==> config.mk <==
export PLATFORM = sky130hd
export DESIGN_NAME = uart_rx_unit
export DESIGN_NICKNAME = d
export VERILOG_FILES = /design/src/rtl/uart_rx_unit.sv
export SDC_FILE = /design/constraint.sdc
export NUM_CORES = 1
export LEC_CHECK = 0
export BUFFER_PORTS_ARGS = -buffer_cell sky130_fd_sc_hd__buf_2
export CORE_ASPECT_RATIO = 0.9
export CORE_MARGIN = 10
export CORE_UTILIZATION = 45
export CTS_BUF_LIST = sky130_fd_sc_hd__clkbuf_16
export DETAILED_ROUTE_END_ITERATION = 8
export GPL_ROUTABILITY_DRIVEN = 1
export PLACE_DENSITY_LB_ADDON = 0.25
export SETUP_SLACK_MARGIN = 0.15
export SYNTH_ARGS = -nofsm -noshare
export SYNTH_HDL_FRONTEND = slang
export SYNTH_SLANG_ARGS = --single-unit
==> constraint.sdc <==
create_clock -name clk -period 3.2 [get_ports clk]
set_input_delay 0.32 -clock clk [delete_from_list [all_inputs] [get_ports clk]]
set_output_delay 0.32 -clock clk [all_outputs]
set_load 0.005 [all_outputs]
==> src/rtl/uart_rx_unit.sv <==
// uart_rx_unit: 8N1 UART receiver with a small byte FIFO on the output.
// Ports:
//   clk, rst_n   - clock, async active-low reset
//   rx_i         - serial line, idle high, async to clk
//   data_o       - byte at FIFO head (00 when empty)
//   valid_o      - FIFO non-empty
//   ready_i      - consumer pops head when valid_o && ready_i
//   frame_err_o  - one-cycle pulse on a low stop bit
//   overrun_o    - one-cycle pulse when a byte is dropped on a full FIFO
module uart_rx_unit #(
  parameter int CLKS_PER_BIT = 868,
  parameter int FIFO_DEPTH   = 4
) (
  input  logic       clk,
  input  logic       rst_n,
  input  logic       rx_i,
  output logic [7:0] data_o,
  output logic       valid_o,
  input  logic       ready_i,
  output logic       frame_err_o,
  output logic       overrun_o
);

  localparam int TW = $clog2(CLKS_PER_BIT);
  localparam int PW = $clog2(FIFO_DEPTH);
  localparam int CW = PW + 1;

  // Timer runs from 0 after each sample point, so the
  // terminal value is one less than the interval.
  localparam logic [TW-1:0] T_HALF = TW'(CLKS_PER_BIT / 2 - 1);
  localparam logic [TW-1:0] T_FULL = TW'(CLKS_PER_BIT - 1);
  localparam logic [CW-1:0] C_FULL = CW'(FIFO_DEPTH);

  typedef enum logic [2:0] {
    IDLE,
    START,
    DATA,
    STOP,
    WAIT_HIGH
  } state_t;

  state_t          state;
  logic            sync1;
  logic            rx_s;
  logic [TW-1:0]   timer;
  logic [2:0]      bit_cnt;
  logic [7:0]      shreg;

  logic [7:0]      mem [FIFO_DEPTH];
  logic [PW-1:0]   wr_ptr;
  logic [PW-1:0]   rd_ptr;
  logic [CW-1:0]   count;

  logic            push;
  logic            pop;
  logic            full;
  logic            wr_en;

  // Two-flop synchronizer; resets to the idle level so
  // reset release never looks like a start bit.
  always_ff @(posedge clk or negedge rst_n) begin
    if (!rst_n) begin
      sync1 <= 1'b1;
      rx_s  <= 1'b1;
    end else begin
      sync1 <= rx_i;
      rx_s  <= sync1;
    end
  end

  always_ff @(posedge clk or negedge rst_n) begin
    if (!rst_n) begin
      state       <= IDLE;
      timer       <= '0;
      bit_cnt     <= '0;
      shreg       <= '0;
      frame_err_o <= 1'b0;
    end else begin
      frame_err_o <= 1'b0;
      unique case (state)
        IDLE: begin
          if (!rx_s) begin
            state <= START;
            timer <= '0;
          end
        end
        START: begin
          if (timer == T_HALF) begin
            timer   <= '0;
            bit_cnt <= '0;
            state   <= rx_s ? IDLE : DATA;
          end else begin
            timer <= timer + TW'(1);
          end
        end
        DATA: begin
          if (timer == T_FULL) begin
            timer   <= '0;
            shreg   <= {rx_s, shreg[7:1]};
            bit_cnt <= bit_cnt + 3'd1;
            if (bit_cnt == 3'd7) begin
              state <= STOP;
            end
          end else begin
            timer <= timer + TW'(1);
          end
        end
        STOP: begin
          if (timer == T_FULL) begin
            timer <= '0;
            if (rx_s) begin
              state <= IDLE;
            end else begin
              frame_err_o <= 1'b1;
              state       <= WAIT_HIGH;
            end
          end else begin
            timer <= timer + TW'(1);
          end
        end
        WAIT_HIGH: begin
          // Hold here through a break so it reports once.
          if (rx_s) begin
            state <= IDLE;
          end
        end
        default: state <= IDLE;
      endcase
    end
  end

  // Push is taken straight from the stop-sample decision so
  // the byte lands in the FIFO on the same edge.
  assign push  = (state == STOP) && (timer == T_FULL) && rx_s;
  assign pop   = valid_o && ready_i;
  assign full  = (count == C_FULL);
  // On a full FIFO a concurrent pop frees the slot that
  // wr_ptr (== rd_ptr) addresses, so the write is safe.
  assign wr_en = push && (!full || pop);

  always_ff @(posedge clk) begin
    if (wr_en) begin
      mem[wr_ptr] <= shreg;
    end
  end

  always_ff @(posedge clk or negedge rst_n) begin
    if (!rst_n) begin
      wr_ptr    <= '0;
      rd_ptr    <= '0;
      count     <= '0;
      overrun_o <= 1'b0;
    end else begin
      overrun_o <= push && full && !pop;
      if (wr_en) begin
        wr_ptr <= wr_ptr + PW'(1);
      end
      if (pop) begin
        rd_ptr <= rd_ptr + PW'(1);
      end
      if (wr_en && !pop) begin
        count <= count + CW'(1);
      end else if (!wr_en && pop) begin
        count <= count - CW'(1);
      end
    end
  end

  assign valid_o = (count != '0);
  assign data_o  = valid_o ? mem[rd_ptr] : 8'h00;

endmodule

==> impl_metrics.py <==
metrics = {
    "run_status": {
        "status": "finished clean",
    },
    "sta": {
        "fin_crit_sh_pct": 83.7,
        "maxSlewHeadroom_pct": 47.3,
        "skew_ps": 4.69,
        "final-max-slew-violation-count": 0,
        "fmax_mhz": 373,
        "hold_viol_final": 0,
        "grt_setup_unrepaired": "false",
        "setup_slack_ps": 521,
        "setup_tns_ps": 0,
        "period_needed_ps": 2680,
        "worst_pin_slew_ps": 790,
        "finalSetupViolCount": 0,
    },
    "global_routing": {
        "antenna_found_initial": 0,
        "grt_max_degree": 36,
        "grt_pass1_wl_mm": 8.99,
        "first_global_vias": 1750,
        "grt_overflow_total": 0,
        "track_usage_pct": 10.9,
    },
    "drt": {
        "wl_per_cell_um": 16.1,
        "viasPerCell": 5.38,
        "post-route-drc-count": 0,
        "ant_nets": 0,
        "vias": 1786,
        "first_pass_iters": 4,
        "drtIter0Drc": 84,
        "routed_wl_mm": 5.36,
    },
    "finish": {
        "antenna_cells": 0,
        "area_delta_synth_final_pct": 14.7,
        "drive_gt1_share_pct": 20.7,
        "final_cell_mix": "33 x dfrtp_1, 32 x edfxtp_1, 17 x nand2_1",
        "nNetsFinal": 251,
        "stdcell_area_um2": 3500,
        "final_common_cell": "dfrtp_1",
        "regArea_um2": 1840,
        "layout.cells.non_filler": 332,
        "multiInputGateArea_um2": 1130,
        "n_fill_cell": 578,
        "final_util_pct": 53.2,
    },
    "synthesis": {
        "synth_cells": 221,
        "syn_nets": 235,
        "async_flop_share_pct": 52.2,
        "yosysSeqAreaShare_pct": 60.2,
        "synth_ff_type": "dfrtp_1",
        "synth_top_family_by_area": "simple AND/OR/NAND/NOR gates",
        "synthMuxAreaShare_pct": 10.1,
        "ys_ff_latch": 67,
        "syn_area_per_cell_um2": 13.8,
        "synth_simple_gate_area_share_pct": 12.6,
        "synth_area_um2": 3050,
        "synth-edff-count": 32,
        "ys_warn_count": 0,
        "synthAdderAreaFrac_pct": 4.34,
        "synth_compound_area_share_pct": 8.40,
        "synth-xor-area-share_pct": 1.72,
        "yosysUniqueCellTypes": 47,
    },
    "worst_setup_path": {
        "cp_data_arrival_time_ps": 2930,
        "critPathKind": "flip-flop to flip-flop",
        "start_kind": "flip-flop",
        "required_ps": 3450,
        "cp-end-kind": "flip-flop",
        "cp_max_fo": 7,
    },
    "placement": {
        "pre_cts_ws_ps": 514,
        "dp_hpwl_mm": 3.52,
        "dp.cells": 316,
        "port_buffers": 14,
        "place_area_um2": 3200,
        "place.gp.congestion": 0.809,
    },
    "pwr": {
        "power_density_nw_per_um2": 539,
        "max-vdd-ir-drop_uv": 352,
        "cellLeakagePower_nw": 1.48,
    },
    "floorplan": {
        "dieArea_um2": 10500,
        "die_y_um": 98.2,
        "start_util_pct": 46.4,
        "pin_count": 15,
        "rows": 28,
        "die_x_um": 107,
        "core_um2": 6590,
    },
    "clocking": {
        "cts.sinks": 67,
        "cts_root_buffer": "clkbuf_16",
        "cts_resized": 0,
        "clk_latency_ps": 330,
        "cts_buffers": 9,
        "cts_tree": "built",
        "path_clk_slew_ps": 60,
        "cts-hold-fix-buffers": 0,
        "htreeDepth": 3,
        "cts_buffer_depth": 2,
        "postCtsSetupBuffers": 0,
    },
    "run": {
        "cap_violations": 0,
    },
    "worst_hold_path": {
        "worstHoldPathType": "input port to async pin",
    },
}
## cell type report
class                      count  share of cell area [%]
clock inverter                 7                    2.18
clock buffer                   9                    6.43
inverter                      10                    1.07
sequential                    67                    52.5
multi-input combinational    134                    32.4
timing repair buffer          15                    2.22
tap                           90                    3.22
## critical path, stage by stage (launching register included)
cell     delay (ps)
dfrtp_1         460
nor3b_4         350
nand4_2         230
nor4b_4         490
ha_1            250
inv_1            60
fa_1            370
xor2_1          150
nor2_1          100
xor2_1          150
## per-layer routing
metal | share of wire [%] | vias up | GRT usage (%) | wire length, um
met5 | 0 | - | 0 | 0
met4 | 0.90 | 0 | 3.95 | 48
met2 | 47 | 27 | 16.4 | 2490
met3 | 4.1 | 5 | 4.80 | 222
met1 | 48 | 894 | 13.4 | 2590
li1 | - | 860 | - | -
## synthesized netlist by cell type (all sizes together) (2+ instances only)
master   instances  area [um2]
a21oi            5        25.0
a22o             2        17.5
a31oi            2        18.8
and2            12        75.1
buf              3        17.5
clkbuf           7        26.3
dfrtp           33         826
dfstp            2        52.6
edfxtp          32         961
ha               9         113
inv              9        33.8
mux2            11         128
mux4             8         180
nand2           17        63.8
nand2b           2        12.5
nand3            5        25.0
nand4            2        18.8
nor2             9        33.8
nor3             4        20.0
nor4b            3        41.3
o2111ai          2        17.5
o211ai           9        67.6
o21ai            7        35.0
o311ai           4        35.0
or3              3        18.8
xnor2            4        35.0
xor2             2        17.5
## state kept, by name (all words and copies together), names as in the netlist, 2 cells and up
name	flops
rd_ptr	2
mem	32
wr_ptr	2
shreg	8
bit_cnt	3
timer	10
state	3
count	3
## final timing paths
path	startpoint	endpoint	slack (ps)	depth (start not counted)
setup / recovery	timer[2]$_DFFE_PN0P_	count[2]$_DFFE_PN0P_	520	9
hold / removal	rst_n	rd_ptr[0]$_DFFE_PN0N_	70	1
setup reg to reg	timer[2]$_DFFE_PN0P_	count[2]$_DFFE_PN0P_	520	9
hold reg to reg	sync1$_DFF_PN1_	rx_s$_DFF_PN1_	360	0
max in group asynchronous	rst_n	shreg[1]$_DFFE_PN0P_	2620	1
min in group clk	rx_i	sync1$_DFF_PN1_	90	1
## through the flow
stage,hold slack (ps),power (mW)
finish,74.0,1.89
global route,77.3,1.95
CTS,80.2,1.91
detailed placement,353,0.930
global placement,351,0.930
floorplan,24.4,0.919
## power by group
part | switching, mW | leakage, nW | internal [mW]
registers | 0.00204 | 0.834 | 0.899
clock network | 0.369 | 0.142 | 0.606
logic | 0.00999 | 0.499 | 0.00175
## cell families (layout without fill, tap and decap cells)
logic type,after synthesis,count (layout)
adders and majority gates,10,10
and+or+nand+nor,64,64
xor gates and xnor gates,6,6
DFF,67,67
buffers and inverters,20,41
muxes,19,19
AOI/OAI and AO/OA,35,35
Note: power is estimated with default switching activity, not from simulation.
